<file path="config.mk">
export PLATFORM = sky130hd
export DESIGN_NAME = video_dram_timing_sequencer
export DESIGN_NICKNAME = d
export VERILOG_FILES = /design/src/rtl/video_dram_pkg.sv /design/src/rtl/video_dram_refresh_timer.sv /design/src/rtl/video_dram_timing_sequencer.sv
export SDC_FILE = /design/constraint.sdc
export NUM_CORES = 1
export LEC_CHECK = 0
export ABC_CLOCK_PERIOD_IN_PS = 4850
export BUFFER_PORTS_ARGS = -buffer_cell sky130_fd_sc_hd__buf_2
export CAP_MARGIN = 20
export CORE_ASPECT_RATIO = 1.75
export CORE_MARGIN = 10
export CORE_UTILIZATION = 40
export DETAILED_ROUTE_END_ITERATION = 8
export PLACE_DENSITY = 0.7
export SETUP_SLACK_MARGIN = 0.2
export SLEW_MARGIN = 15
export SYNTH_ARGS = -nofsm -noshare
export SYNTH_HDL_FRONTEND = slang
export SYNTH_HIERARCHICAL = 1
export SYNTH_SLANG_ARGS = --single-unit
</file>
<file path="constraint.sdc">
create_clock -name CLK -period 4.85 [get_ports CLK]
set_clock_uncertainty 0.2 [all_clocks]
set_input_delay 0.7275 -clock CLK [delete_from_list [all_inputs] [get_ports CLK]]
set_output_delay 0.7275 -clock CLK [all_outputs]
set_load 0.05 [all_outputs]
</file>
<file path="src/rtl/video_dram_pkg.sv">
// Shared types and default timing for the video DRAM strobe sequencer.
// Phase state, access owner and counter-sizing helpers live here.
package video_dram_pkg;

    typedef enum logic [2:0] {
        IDLE,
        ROW,
        COL,
        CASP,
        PRE,
        REFR
    } state_e;

    typedef enum logic [1:0] {
        OWN_CPU,
        OWN_VID,
        OWN_REF
    } owner_e;

    localparam int T_RCD_DEF        = 2;
    localparam int T_CAS_DEF        = 2;
    localparam int T_RP_DEF         = 2;
    localparam int T_RAS_REF_DEF    = 3;
    localparam int REF_INTERVAL_DEF = 156;
    localparam int ROW_BITS_DEF     = 7;

    function automatic int max4(input int a, input int b, input int c, input int d);
        int m;
        m = a;
        if (b > m) m = b;
        if (c > m) m = c;
        if (d > m) m = d;
        return m;
    endfunction

    // A counter that is loaded with v-1 and counts down needs $clog2(v) bits, at least one.
    function automatic int cnt_w(input int v);
        return (v <= 2) ? 1 : $clog2(v);
    endfunction

endpackage

</file>
<file path="src/rtl/video_dram_refresh_timer.sv">
// Refresh interval down-counter, single-bit pending flag and refresh row address.
// A tick that lands while a refresh is already pending is absorbed.
module video_dram_refresh_timer
    import video_dram_pkg::*;
#(
    parameter int REF_INTERVAL = REF_INTERVAL_DEF,
    parameter int ROW_BITS     = ROW_BITS_DEF
) (
    input  logic                i_clk,
    input  logic                i_rst_n,
    input  logic                i_grant,
    input  logic                i_row_done,
    output logic                o_pending,
    output logic [ROW_BITS-1:0] o_rfsh_addr
);

    localparam int            TW     = cnt_w(REF_INTERVAL);
    localparam logic [TW-1:0] RELOAD = TW'(REF_INTERVAL - 1);

    logic [TW-1:0]       r_tcnt;
    logic                r_pending;
    logic [ROW_BITS-1:0] r_addr;
    logic                w_tick;

    assign w_tick = (r_tcnt == '0);

    // A tick wins over a same-edge grant so the new interval is not lost.
    always_ff @(posedge i_clk or negedge i_rst_n) begin
        if (!i_rst_n) begin
            r_tcnt    <= RELOAD;
            r_pending <= 1'b0;
            r_addr    <= '0;
        end else begin
            r_tcnt <= w_tick ? RELOAD : r_tcnt - 1'b1;
            if (w_tick)
                r_pending <= 1'b1;
            else if (i_grant)
                r_pending <= 1'b0;
            if (i_row_done)
                r_addr <= r_addr + 1'b1;
        end
    end

    assign o_pending   = r_pending;
    assign o_rfsh_addr = r_addr;

endmodule

</file>
<file path="src/rtl/video_dram_timing_sequencer.sv">
// Shared RAS/CAS/WE/MUX strobe sequencer for the video DRAM banks: arbitrates
// refresh, video fetch and CPU access, and holds the CPU off through WAIT_AL.
module video_dram_timing_sequencer
    import video_dram_pkg::*;
#(
    parameter int T_RCD        = T_RCD_DEF,
    parameter int T_CAS        = T_CAS_DEF,
    parameter int T_RP         = T_RP_DEF,
    parameter int T_RAS_REF    = T_RAS_REF_DEF,
    parameter int REF_INTERVAL = REF_INTERVAL_DEF,
    parameter int ROW_BITS     = ROW_BITS_DEF
) (
    input  logic                CLK,
    input  logic                RESET_AL,
    input  logic                CPU_REQ_AL,
    input  logic                MW_AL,
    input  logic                VID_REQ,
    output logic                VID_ACK,
    output logic                RAS,
    output logic                CAS,
    output logic                WE,
    output logic                MUX,
    output logic                REF,
    output logic [ROW_BITS-1:0] RFSH_ADDR,
    output logic                WAIT_AL
);

    localparam int            CW         = cnt_w(max4(T_RCD, T_CAS, T_RP, T_RAS_REF));
    localparam logic [CW-1:0] LD_RCD     = CW'(T_RCD - 1);
    localparam logic [CW-1:0] LD_CAS     = CW'(T_CAS - 1);
    localparam logic [CW-1:0] LD_RP      = CW'(T_RP - 1);
    localparam logic [CW-1:0] LD_RAS_REF = CW'(T_RAS_REF - 1);

    state_e        r_state, w_next_state;
    owner_e        r_owner, w_next_owner;
    logic [CW-1:0] r_cnt, w_next_cnt;
    logic          r_wr, w_next_wr;
    logic          r_served;
    logic          r_ras, r_cas, r_we, r_mux, r_ref, r_ack;
    logic          w_pending, w_grant_ref, w_row_done, w_last_cpu_cas;

    video_dram_refresh_timer #(
        .REF_INTERVAL(REF_INTERVAL),
        .ROW_BITS    (ROW_BITS)
    ) u_refresh (
        .i_clk      (CLK),
        .i_rst_n    (RESET_AL),
        .i_grant    (w_grant_ref),
        .i_row_done (w_row_done),
        .o_pending  (w_pending),
        .o_rfsh_addr(RFSH_ADDR)
    );

    // Grants are only taken in IDLE; each phase reloads its counter and counts down to 0.
    always_comb begin
        w_next_state = r_state;
        w_next_cnt   = r_cnt;
        w_next_owner = r_owner;
        w_next_wr    = r_wr;
        w_grant_ref  = 1'b0;
        w_row_done   = 1'b0;
        case (r_state)
            IDLE: begin
                if (w_pending) begin
                    w_next_state = REFR;
                    w_next_cnt   = LD_RAS_REF;
                    w_next_owner = OWN_REF;
                    w_next_wr    = 1'b0;
                    w_grant_ref  = 1'b1;
                end else if (VID_REQ) begin
                    w_next_state = ROW;
                    w_next_cnt   = LD_RCD;
                    w_next_owner = OWN_VID;
                    w_next_wr    = 1'b0;
                end else if (!CPU_REQ_AL && !r_served) begin
                    w_next_state = ROW;
                    w_next_cnt   = LD_RCD;
                    w_next_owner = OWN_CPU;
                    w_next_wr    = ~MW_AL;
                end
            end
            ROW: begin
                if (r_cnt == '0) begin
                    w_next_state = COL;
                    w_next_cnt   = '0;
                end else begin
                    w_next_cnt = r_cnt - 1'b1;
                end
            end
            COL: begin
                w_next_state = CASP;
                w_next_cnt   = LD_CAS;
            end
            CASP: begin
                if (r_cnt == '0) begin
                    w_next_state = PRE;
                    w_next_cnt   = LD_RP;
                end else begin
                    w_next_cnt = r_cnt - 1'b1;
                end
            end
            PRE: begin
                if (r_cnt == '0)
                    w_next_state = IDLE;
                else
                    w_next_cnt = r_cnt - 1'b1;
            end
            REFR: begin
                if (r_cnt == '0) begin
                    w_next_state = PRE;
                    w_next_cnt   = LD_RP;
                    w_row_done   = 1'b1;
                end else begin
                    w_next_cnt = r_cnt - 1'b1;
                end
            end
            default: begin
                w_next_state = IDLE;
                w_next_cnt   = '0;
            end
        endcase
    end

    assign w_last_cpu_cas = (r_state == CASP) && (r_cnt == '0) && (r_owner == OWN_CPU);

    always_ff @(posedge CLK or negedge RESET_AL) begin
        if (!RESET_AL) begin
            r_state  <= IDLE;
            r_cnt    <= '0;
            r_owner  <= OWN_CPU;
            r_wr     <= 1'b0;
            r_served <= 1'b0;
        end else begin
            r_state <= w_next_state;
            r_cnt   <= w_next_cnt;
            r_owner <= w_next_owner;
            r_wr    <= w_next_wr;
            if (w_last_cpu_cas)
                r_served <= 1'b1;
            else if (CPU_REQ_AL)
                r_served <= 1'b0;
        end
    end

    // Strobes are registered from the next state so they line up with r_state cycle for cycle.
    always_ff @(posedge CLK or negedge RESET_AL) begin
        if (!RESET_AL) begin
            r_ras <= 1'b0;
            r_cas <= 1'b0;
            r_we  <= 1'b0;
            r_mux <= 1'b0;
            r_ref <= 1'b0;
            r_ack <= 1'b0;
        end else begin
            r_ras <= (w_next_state == ROW) || (w_next_state == COL) ||
                     (w_next_state == CASP) || (w_next_state == REFR);
            r_mux <= (w_next_state == COL) || (w_next_state == CASP);
            r_cas <= (w_next_state == CASP);
            r_we  <= (w_next_state == CASP) && w_next_wr;
            r_ref <= (w_next_state == REFR);
            r_ack <= (w_next_state == CASP) && (w_next_cnt == '0) && (w_next_owner == OWN_VID);
        end
    end

    assign RAS     = r_ras;
    assign CAS     = r_cas;
    assign WE      = r_we;
    assign MUX     = r_mux;
    assign REF     = r_ref;
    assign VID_ACK = r_ack;
    assign WAIT_AL = ~(RESET_AL & ~CPU_REQ_AL & ~r_served & ~w_last_cpu_cas);

endmodule

</file>
==> impl_results.md, run 1 <==
* Status: finished clean
* Post-synth EDFFs at 0
* Startpoint types: register
* Cell-internal power at 0.517 mW
* Post-route core utilization at 46.8%
* Tmin final at 2890 ps
* Final HPWL from detailed placement at 2140 µm
* Achievable clock frequency at 0.346 GHz
* Hold_buf cts at 0
* Detail-routed via count per cell at 5.31
* Cell types with the largest area share after synthesis: dfrtp_1, dfstp_2, nor2_1
* Combinational cell fraction of total power at 36.4%
* Synthesized instance count at 136
* Top-count cell post-synth: dfrtp_1
* Number of top-level pins at 19
* Fill cell instance count of the final layout at 358
* Pwr dens at 537 nW/µm²
* Post-synth design cell area at 1460 µm²
* Synthesized net count at 143
* Final-report max-slew violation count at 0
* Gp weighted congestion at 0.787
* Synth-to-Final Area Change at 14.4%
* Slew at the pin with the worst max-slew slack at 673 ps
* Worst Path Buf+Inv at 1
* CTS root buffer: clkbuf_8
* Data arrival time of the worst path at 1960 ps
* Slowest cell on the critical path: or4_1
* Number of nets with antenna violations after routing at 0
* Crit-path leading delay family: simple AND/OR/NAND/NOR gates
* Global router's overall resource usage at 9.27%
* Net switching share of the total power at 42.2%
* Vertical extent of the die at 99.8 µm
* Clock buffer depth at 2
* Number of warnings reported in the yosys synthesis log at 6
* Mean Syn Cell Area at 10.7 µm²
* Share of layout cells above drive strength 1 at 25.8%
* Hold WC Path Type: register to register
* Maximum capacitance violations at 0
* Clock network power share at 20.8%
* Number of rows created at floorplan at 29
* Proportion of synthesized chip area in sequential cells at 53.7%
* Worst VDD drop at 0.000349 V
* Post-layout net count at 165
* Number of post-CTS setup repair buffers at 0
* Initial antenna violation count at 0
* Category of the worst setup path capture point: primary output
* Clock-pin transition on the worst setup and hold timing paths at 60 ps
* Number of sinks handled by clock tree synthesis at 31
* Hold violation count in the final report at 0
* CP Data Required Time at 3920 ps
* Synth area leader: dfrtp_1
* Relative slew margins at 55.1%
* Library cells used by synthesis at 44
* DIE WIDTH at 65.6 µm
* Iteration-0 DRC count of the detailed router at 30
* Leakage power of the design at 0.777 nW
* Die ar. at 6550 µm²
* Most used standard cells in the synthesized netlist: dfrtp_1, nor2_1, nand2_1
* Diode count at 0
* Average wire per cell in the routed design at 13.8 µm
* First-pass GRT wire length at 4630 µm
* Primary flip-flop cell chosen by synthesis mapping: dfrtp_1
* Pin count of the biggest net entering global routing at 33
* Placeable core region at 3560 µm²
* Routed WL at 2820 µm
* Aggregate global routing overflow at 0
* Total of buffers placed on input and output ports at 18
* Number of buffers created by CTS at 5
* CTS tree: yes
* Quantity of gates resized following cts at 0
* Starting Density at 40.9%
* Crit-path cells: nand2b_1 > or4_1 > nand3_1 > buf_2
* Setup Viol. Count Final at 0
* Unrepaired setup endpoints after global routing: no
* Yosys reg bits at 31
* Worst stage delay on the critical path at 520 ps
* Maximum fanout count along the critical path at 14
* Maximum level of the CTS H-tree at 2
* TNS Setup at 0 ps
* Net Sw Power at 0.377 mW
* Post-detailed-route DRC marker count at 0
* Clk_lat worst skew at 280 ps
* Async SR Flop Fraction at 100%
* Routed via count at 1,089
* Via count of the first global-routing pass at 1,008
* Part of the total power dissipated in sequential elements at 42.8%
* DRT Pass-1 Iters at 4
* Ratio of final minimum period to clock period at 59.6%
* Startpoint-to-endpoint class of the critical path: register to primary output
* Synth top area share at 44.7%
power by group through the flow:
stage	sequential, mW	clock [mW]	combinational, mW
final	0.383	0.186	0.325
after global routing	0.392	0.208	0.356
after CTS	0.383	0.194	0.330
after detailed placement	0.387	0	0.329
after global placement	0.381	0	0.324
after floorplan	0.464	0	0.174
stage by stage:
stage	setup WS [ps]	hold slack (ps)	total power, mW	cell area (µm²)	instances
after floorplan	2420	232	0.637	1460	136
after global placement	2240	256	0.705	1580	197
after detailed placement	2190	269	0.716	1580	197
after CTS	1930	280	0.907	1660	205
after global routing	1830	289	0.955	1660	205
final	1960	269	0.894	1660	205
worst register-to-register path: cells and delay by family, from the launching register on:
kind	cells	cell delay [ps]
DFF	1	560
xor gates and xnor gates	1	160
and+or+nand+nor	4	980
final cells by class:
cell class,instances,area [µm²],area share [%]
tap,46,57.6,3.46
timing repair buffer,18,90.1,5.41
clock inverter,1,5.00,0.301
clock buffer,7,76.3,4.59
sequential,31,782,47.0
multi-input combinational,97,634,38.1
inverter,5,18.8,1.13
placed cells by master (no fill, tap or decap), types with 2 or more instances in the layout:
cell type  instances
ha_1               2
o21ai_0            4
a22oi_1            3
o21ai_1            3
nand2b_1           4
a221oi_1           2
buf_2             18
xor2_1             5
clkbuf_8           5
nor3_1             3
nor2_1            16
nand2_1            9
nor3_2             2
nand4_1            2
dfstp_2            5
a21oi_1            8
xnor2_1            3
and2_1             2
clkbuf_1           2
mux2_2             2
inv_1              5
dfrtp_1           26
o31ai_1            2
nor2b_1            5
cell families after synthesis:
family                     Yosys count  synth area share [%]
and+or+nand+nor                     53                  20.6
DFF                                 31                  53.7
AOI/OAI and AO/OA                   30                  13.2
xor gates and xnor gates             8                  4.82
buffers and inverters                8                  2.67
muxes                                3                  2.58
adders and majority gates            3                  2.41
flip-flops by register name (all words and copies together) (netlist names):
| register | cells |
|---|---|
| r_cnt | 2 |
| r_served | 1 |
| u_refresh/r_tcnt | 8 |
| REF | 1 |
| CAS | 1 |
| r_state | 3 |
| MUX | 1 |
| RAS | 1 |
| r_wr | 1 |
| u_refresh/o_rfsh_addr | 7 |
| r_owner | 2 |
| WE | 1 |
| u_refresh/o_pending | 1 |
| VID_ACK | 1 |
metal layers:
metal	vias up	share of wire, %	GRT usage, %
met2	35	51	15.6
met5	-	0	0
met3	9	7.9	4.79
met1	525	38	8.40
li1	520	-	-
met4	0	2.9	5.96
path summary, 6_finish.rpt:
kind                                          start                        to  slack, ps  cells after the start
max                                      r_state[2]                   WAIT_AL       1960                      4
min                        u_refresh/o_rfsh_addr[6]  u_refresh/o_rfsh_addr[6]        270                      1
max reg2reg                              r_state[2]  u_refresh/o_rfsh_addr[6]       2870                      5
min reg2reg                u_refresh/o_rfsh_addr[6]  u_refresh/o_rfsh_addr[6]        270                      1
max in group asynchronous                  RESET_AL                       CAS       3730                      1
min in group asynchronous                  RESET_AL                       RAS        280                      1
Note: power is estimated with default switching activity, not from simulation.
==> inputs of run 2 (changes only) <==
- ABC_CLOCK_PERIOD_IN_PS: 4850 -> 2400
- PLACE_DENSITY: 0.7 -> 0.72
- clock period: 4.85 -> 2.4 ns (I/O delays scaled with it)
==> impl_results.md, run 2 (synthesized netlist as in run 1, its figures left out) <==
* Maximum fanout count along the critical path at 3 (-11)
* Hold violation count in the final report at 0 (unchanged)
* Most frequent standard cell in the layout excluding fill and tap cells: dfrtp_1
* Net Sw Power at 0.820 mW (+120%)
* Setup Viol. Count Final at 0 (unchanged)
* Status: finished clean
* Synth-to-Final Area Change at 23.6%
* Tmin final at 2150 ps
* CTS root buffer: clkbuf_8
* Share of layout cells above drive strength 1 at 33.5% (+7.7 points)
* Clock network power share at 25.3% (+4.5 points)
* Global route hottest layer: met2
* Slew at the pin with the worst max-slew slack at 376 ps (-297 ps)
* Number of top-level pins at 19 (unchanged)
* Met2 GRT Util at 18.9% (+3.3 points)
* Relative slew margins at 74.9% (+20 points)
* Aggregate global routing overflow at 0 (unchanged)
* Unrepaired setup endpoints after global routing: yes
* Total of buffers placed on input and output ports at 18 (unchanged)
* DRT Pass-1 Iters at 4 (unchanged)
* Number of rows created at floorplan at 29 (unchanged)
* Die ar. at 6550 µm² (unchanged)
* Via count of the first global-routing pass at 1,184 (+17%)
* Commonest cells after routing, fill and taps aside: dfrtp_1, buf_2, nor2_1
* Fraction of met1 tracks used by global routing at 8.57% (+0.17 points)
* Placeable core region at 3560 µm² (unchanged)
* Net switching share of the total power at 39.6% (-2.6 points)
* Initial antenna violation count at 0 (unchanged)
* Pwr dens at 1150 nW/µm² (+110%)
* Global router's overall resource usage at 10.1% (+0.85 points)
* Post-layout net count at 173 (+4.8%)
* Hold WC Path Type: input port to register
* Met3 GRT Util at 4.12% (-0.67 points)
* Gp weighted congestion at 0.851 (+8.1%)
* Number of sinks handled by clock tree synthesis at 31 (unchanged)
* Maximum level of the CTS H-tree at 2 (unchanged)
* Post-Place Cells at 201 (+2.0%)
* Final HPWL from detailed placement at 2320 µm (+8.5%)
* Startpoint types: register
* Achievable clock frequency at 0.466 GHz
* Routed WL at 3120 µm (+11%)
* Detail-routed via count per cell at 5.18 (-2.5%)
* Average wire per cell in the routed design at 14.6 µm (+6.3%)
* Vertical extent of the die at 99.8 µm (unchanged)
* Number of cells in the finished layout apart from fillers at 213 (+3.9%)
* Maximum capacitance violations at 0 (unchanged)
* Number of flip-flops under the largest register name at 8 (unchanged)
* Number of nets with antenna violations after routing at 0 (unchanged)
* Ratio of final minimum period to clock period at 89.5%
* Post-detailed-route DRC marker count at 0 (unchanged)
* Startpoint-to-endpoint class of the critical path: register to primary output
* Final-report max-slew violation count at 0 (unchanged)
* Largest register by flop count: u_refresh/r_tcnt
* Combinational cell fraction of total power at 40.0% (+3.6 points)
* Clock-pin transition on the worst setup and hold timing paths at 60 ps (about the same)
* Part of the total power dissipated in sequential elements at 34.7% (-8.1 points)
* Leakage power of the design at 0.845 nW (+8.6%)
* Worst VDD drop at 0.000578 V (+66%)
* TNS Setup at 0 ps (unchanged)
* Iteration-0 DRC count of the detailed router at 38 (+27%)
* Routed via count at 1,103 (+1.3%)
* Diode count at 0 (unchanged)
* Cell-internal power at 1.25 mW (+140%)
* DIE WIDTH at 65.6 µm (unchanged)
* Starting Density at 40.9% (unchanged)
* CP Data Required Time at 1840 ps (-2080 ps)
* Category of the worst setup path capture point: primary output
* Clock buffer depth at 2 (unchanged)
* Pin count of the biggest net entering global routing at 32 (-3.0%)
* CTS tree: yes
* Data arrival time of the worst path at 1590 ps (-370 ps)
* First-pass GRT wire length at 5230 µm (+13%)
* Number of buffers created by CTS at 5 (unchanged)
* Clk_lat worst skew at 280 ps (about the same)
==> run 2: cell types whose count changed in the layout (fill, tap and decap cells not counted), sizes merged <==
cell,previous run,this run
buf,18,25
bufinv,0,1
clkbuf,7,6
dlygate4sd3,0,1
==> run 2: worst max-delay path, stage by stage, from the launching register on <==
cell and delay [ps]:
dfrtp_2 430, nor2_4 120, nand2_2 90, or4_4 430, nand3_2 90, buf_8 140
==> run 2: repair_timing <==
item | CTS | global route
pin swaps | 1 | 1
endpoints found under the setup margin | 1 | 1
buffers inserted | 2 | 1
hold endpoints to repair | 26 | 0
hold buffers | 1 | 0
resized for setup | 10 | 1
cloned | 0 | 0
==> run 2: per-layer routing <==
| metal | share of wire [%] | wire length [µm] |
|---|---|---|
| met1 | 36 | 1120 |
| met2 | 56 | 1730 |
| met3 | 6.1 | 190 |
| met4 | 2.4 | 76 |
| met5 | 0 | 0 |
==> run 2: area by class of cell <==
cell class | count | area (µm²)
clock buffer | 6 | 82.6
clock inverter | 2 | 35.0
fill | 347 | 1760
inverter | 5 | 18.8
multi-input combinational | 97 | 658
sequential | 31 | 785
tap | 46 | 57.6
timing repair buffer | 26 | 163
==> run 2: stage by stage <==
| stage | cell area [µm²] | hold slack [ps] | util [%] | worst slack, ps | power, mW |
|---|---|---|---|---|---|
| 6_report | 1800 | 110 | 50.6 | 252 | 2.07 |
| 5_1_grt | 1800 | 121 | 50.6 | 198 | 2.19 |
| 4_1_cts | 1790 | 97.8 | 50.3 | 211 | 2.09 |
| 3_5_place_dp | 1610 | 258 | 45.4 | 235 | 1.49 |
| 3_3_place_gp | 1610 | 249 | 45.4 | 296 | 1.46 |
| 2_1_floorplan | 1460 | -136 | - | 337 | 1.29 |
==> run 2: power groups by stage <==
stage / combinational [mW] / clock, mW / sequential, mW
after floorplan: 0.351 / 0 / 0.937
after global placement: 0.740 / 0 / 0.718
after detailed placement: 0.766 / 0 / 0.725
after CTS: 0.828 / 0.541 / 0.717
after global routing: 0.897 / 0.560 / 0.734
final: 0.829 / 0.524 / 0.720
==> run 2: worst paths after layout <==
check                                               from                       end  slack [ps]  cells after the start
worst min-delay path                          CPU_REQ_AL                  r_served         110                      2
max in group asynchronous                       RESET_AL       u_refresh/r_tcnt[4]        1200                      3
worst max-delay path                            r_cnt[0]                   WAIT_AL         250                      5
worst max register to register                r_state[1]  u_refresh/o_rfsh_addr[5]         490                      6
min in group asynchronous                       RESET_AL  u_refresh/o_rfsh_addr[2]         490                      3
worst min register to register  u_refresh/o_rfsh_addr[6]  u_refresh/o_rfsh_addr[6]         290                      1
==> inputs of run 3 (changes only) <==
- ABC_CLOCK_PERIOD_IN_PS: 2400 -> not set
- PLACE_DENSITY: 0.72 -> 0.7
- clock period: 2.4 -> 2.1 ns (I/O delays scaled with it)
==> impl_results.md, run 3 (synthesized netlist as in run 1, its figures left out) <==
* Status: finished clean
* Setup Viol. Count Final at 0 (unchanged)
* Unrepaired setup endpoints after global routing: yes
* Number of cells in the finished layout apart from fillers at 219 (+2.8%)
* Clock-pin transition on the worst setup and hold timing paths at 60 ps (about the same)
* Clk_lat worst skew at 280 ps (about the same)
* Leakage power of the design at 0.860 nW (+1.8%)
* Post-layout net count at 179 (+3.5%)
* Number of top-level pins at 19 (unchanged)
* Detail-routed via count per cell at 5.16 (-0.27%)
* Synth-to-Final Area Change at 25.4%
* Iteration-0 DRC count of the detailed router at 20 (-47%)
* Achievable clock frequency at 0.480 GHz
* Most frequent standard cell in the layout excluding fill and tap cells: dfrtp_1
* Worst reg2reg endpoint: VID_ACK
* CTS root buffer: clkbuf_8
* Gp weighted congestion at 0.853 (+0.26%)
* Data arrival time of the worst path at 1570 ps (-20 ps)
* Maximum level of the CTS H-tree at 2 (unchanged)
* Final-report max-slew violation count at 0 (unchanged)
* Pin count of the biggest net entering global routing at 32 (unchanged)
* FF-to-FF Start: r_state[2]
* Slew at the pin with the worst max-slew slack at 388 ps (+11.3 ps)
* Final HPWL from detailed placement at 2330 µm (+0.57%)
* Share of layout cells above drive strength 1 at 37.0% (+3.5 points)
* Largest register by flop count: u_refresh/r_tcnt
* Beginning of the worst hold path: CPU_REQ_AL
* Worst hold slack at 72.0 ps (-37.9 ps)
* Routed via count at 1,131 (+2.5%)
* CP Data Required Time at 1580 ps (-260 ps)
* Routed WL at 3080 µm (-1.3%)
* DIE WIDTH at 65.6 µm (unchanged)
* Commonest cells after routing, fill and taps aside: dfrtp_1, buf_2, nor2_1
* Launching element of the worst setup path: r_cnt[0]
* Die ar. at 6550 µm² (unchanged)
* Placeable core region at 3560 µm² (unchanged)
* Clock buffer depth at 2 (unchanged)
* Via count of the first global-routing pass at 1,182 (-0.17%)
* Worst hold stages at 2 (unchanged)
* Startpoint types: register
* Tmin final at 2080 ps
* Sink of the worst hold path: r_served
* Global router's overall resource usage at 9.81% (-0.31 points)
* Number of flip-flops under the largest register name at 8 (unchanged)
* Number of rows created at floorplan at 29 (unchanged)
* Startpoint-to-endpoint class of the critical path: register to primary output
* Post-detailed-route DRC marker count at 0 (unchanged)
* Hold violation count in the final report at 0 (unchanged)
* Number of sinks handled by clock tree synthesis at 31 (unchanged)
* Number of nets with antenna violations after routing at 0 (unchanged)
* CTS tree: yes
* Diode count at 0 (unchanged)
* Aggregate global routing overflow at 0 (unchanged)
* Maximum capacitance violations at 0 (unchanged)
* Hold WC Path Type: input port to register
* Ratio of final minimum period to clock period at 99.2%
* Maximum fanout count along the critical path at 2 (-1)
* DRT Pass-1 Iters at 4 (unchanged)
* Post-Place Cells at 205 (+2.0%)
* Pwr dens at 1250 nW/µm² (+8.9%)
* Category of the worst setup path capture point: primary output
* Internal reg-to-reg setup slack at 250 ps (-240 ps)
* Initial antenna violation count at 0 (unchanged)
* Number of buffers created by CTS at 5 (unchanged)
* Total of buffers placed on input and output ports at 18 (unchanged)
* Average wire per cell in the routed design at 14.0 µm (-4.0%)
* Finished layout cell area at 1820 µm² (+1.4%)
* Vertical extent of the die at 99.8 µm (unchanged)
* First-pass GRT wire length at 5130 µm (-1.9%)
* Post-DP Area at 1650 µm² (+2.2%)
* Worst VDD drop at 0.000568 V (-1.8%)
* Number of cells traversed by the worst register-to-register path at 5 (-1)
* Starting Density at 40.9% (unchanged)
* Relative slew margins at 74.2% (-0.75 points)
## run 3: changes by cell type in the layout (fill, tap and decap cells not counted), sizes merged
| cell | delta |
|---|---|
| bufinv | -1 |
| clkbuf | +1 |
| buf | +6 |
## run 3: worst max-delay path, cell delays in order (launching register included)
cell and delay (ps):
dfrtp_1 400, nor2_2 140, nand2_1 90, or4_4 440, nand3_2 90, buf_8 140
## run 3: power breakdown
| part | switching (mW) | internal [mW] |
|---|---|---|
| clock network | 0.204 | 0.264 |
| registers | 0.107 | 0.730 |
| logic | 0.615 | 0.369 |
## run 3: what timing repair did
item,in CTS,in global routing
resized for setup,7,5
hold buffers,1,0
endpoints found under the hold margin,26,0
pin swaps,1,5
endpoints found under the setup margin,1,4
buffers inserted,1,4
## run 3: cell type report
cell class	count	area (µm²)
Multi-Input combinational cell	97	661
Clock inverter	1	5.00
Sequential cell	31	785
Tap cell	46	57.6
Clock buffer	7	86.3
Inverter	5	18.8
Fill cell	328	1730
Timing Repair Buffer	32	211
## run 3: how the worst max path moves through the flow
| stage | endpoint | slack, ps | cells after the start |
|---|---|---|---|
| 3_3_place_gp | WAIT_AL | 170 | 5 |
| 2_1_floorplan | WAIT_AL | 220 | 4 |
| 3_5_place_dp | WAIT_AL | 150 | 5 |
| 6_report | WAIT_AL | 20 | 5 |
| 5_1_grt | WAIT_AL | -50 | 5 |
| 4_1_cts | WAIT_AL | 50 | 5 |
## run 3: metal layers
layer  routed length (µm)  share of wire (%)  vias up  GRT usage [%]
li1                     -                  -      546              -
met1                 1100                 36      550           9.00
met2                 1680                 55       27           17.8
met3                  215                7.0        8           4.12
met4                   77                2.5        0           4.64
met5                    0                  0        -              0
## run 3: through the flow
stage          utilization (%)  worst slack [ps]  TNS, ps  total power [mW]
2_1_floorplan                -               216        0              1.47
3_5_place_dp              46.3               145        0              1.76
5_1_grt                   51.3             -54.9    -54.9              2.43
3_3_place_gp              46.3               165        0              1.73
6_report                  51.3              16.5        0              2.29
4_1_cts                   50.1              51.0        0              2.26
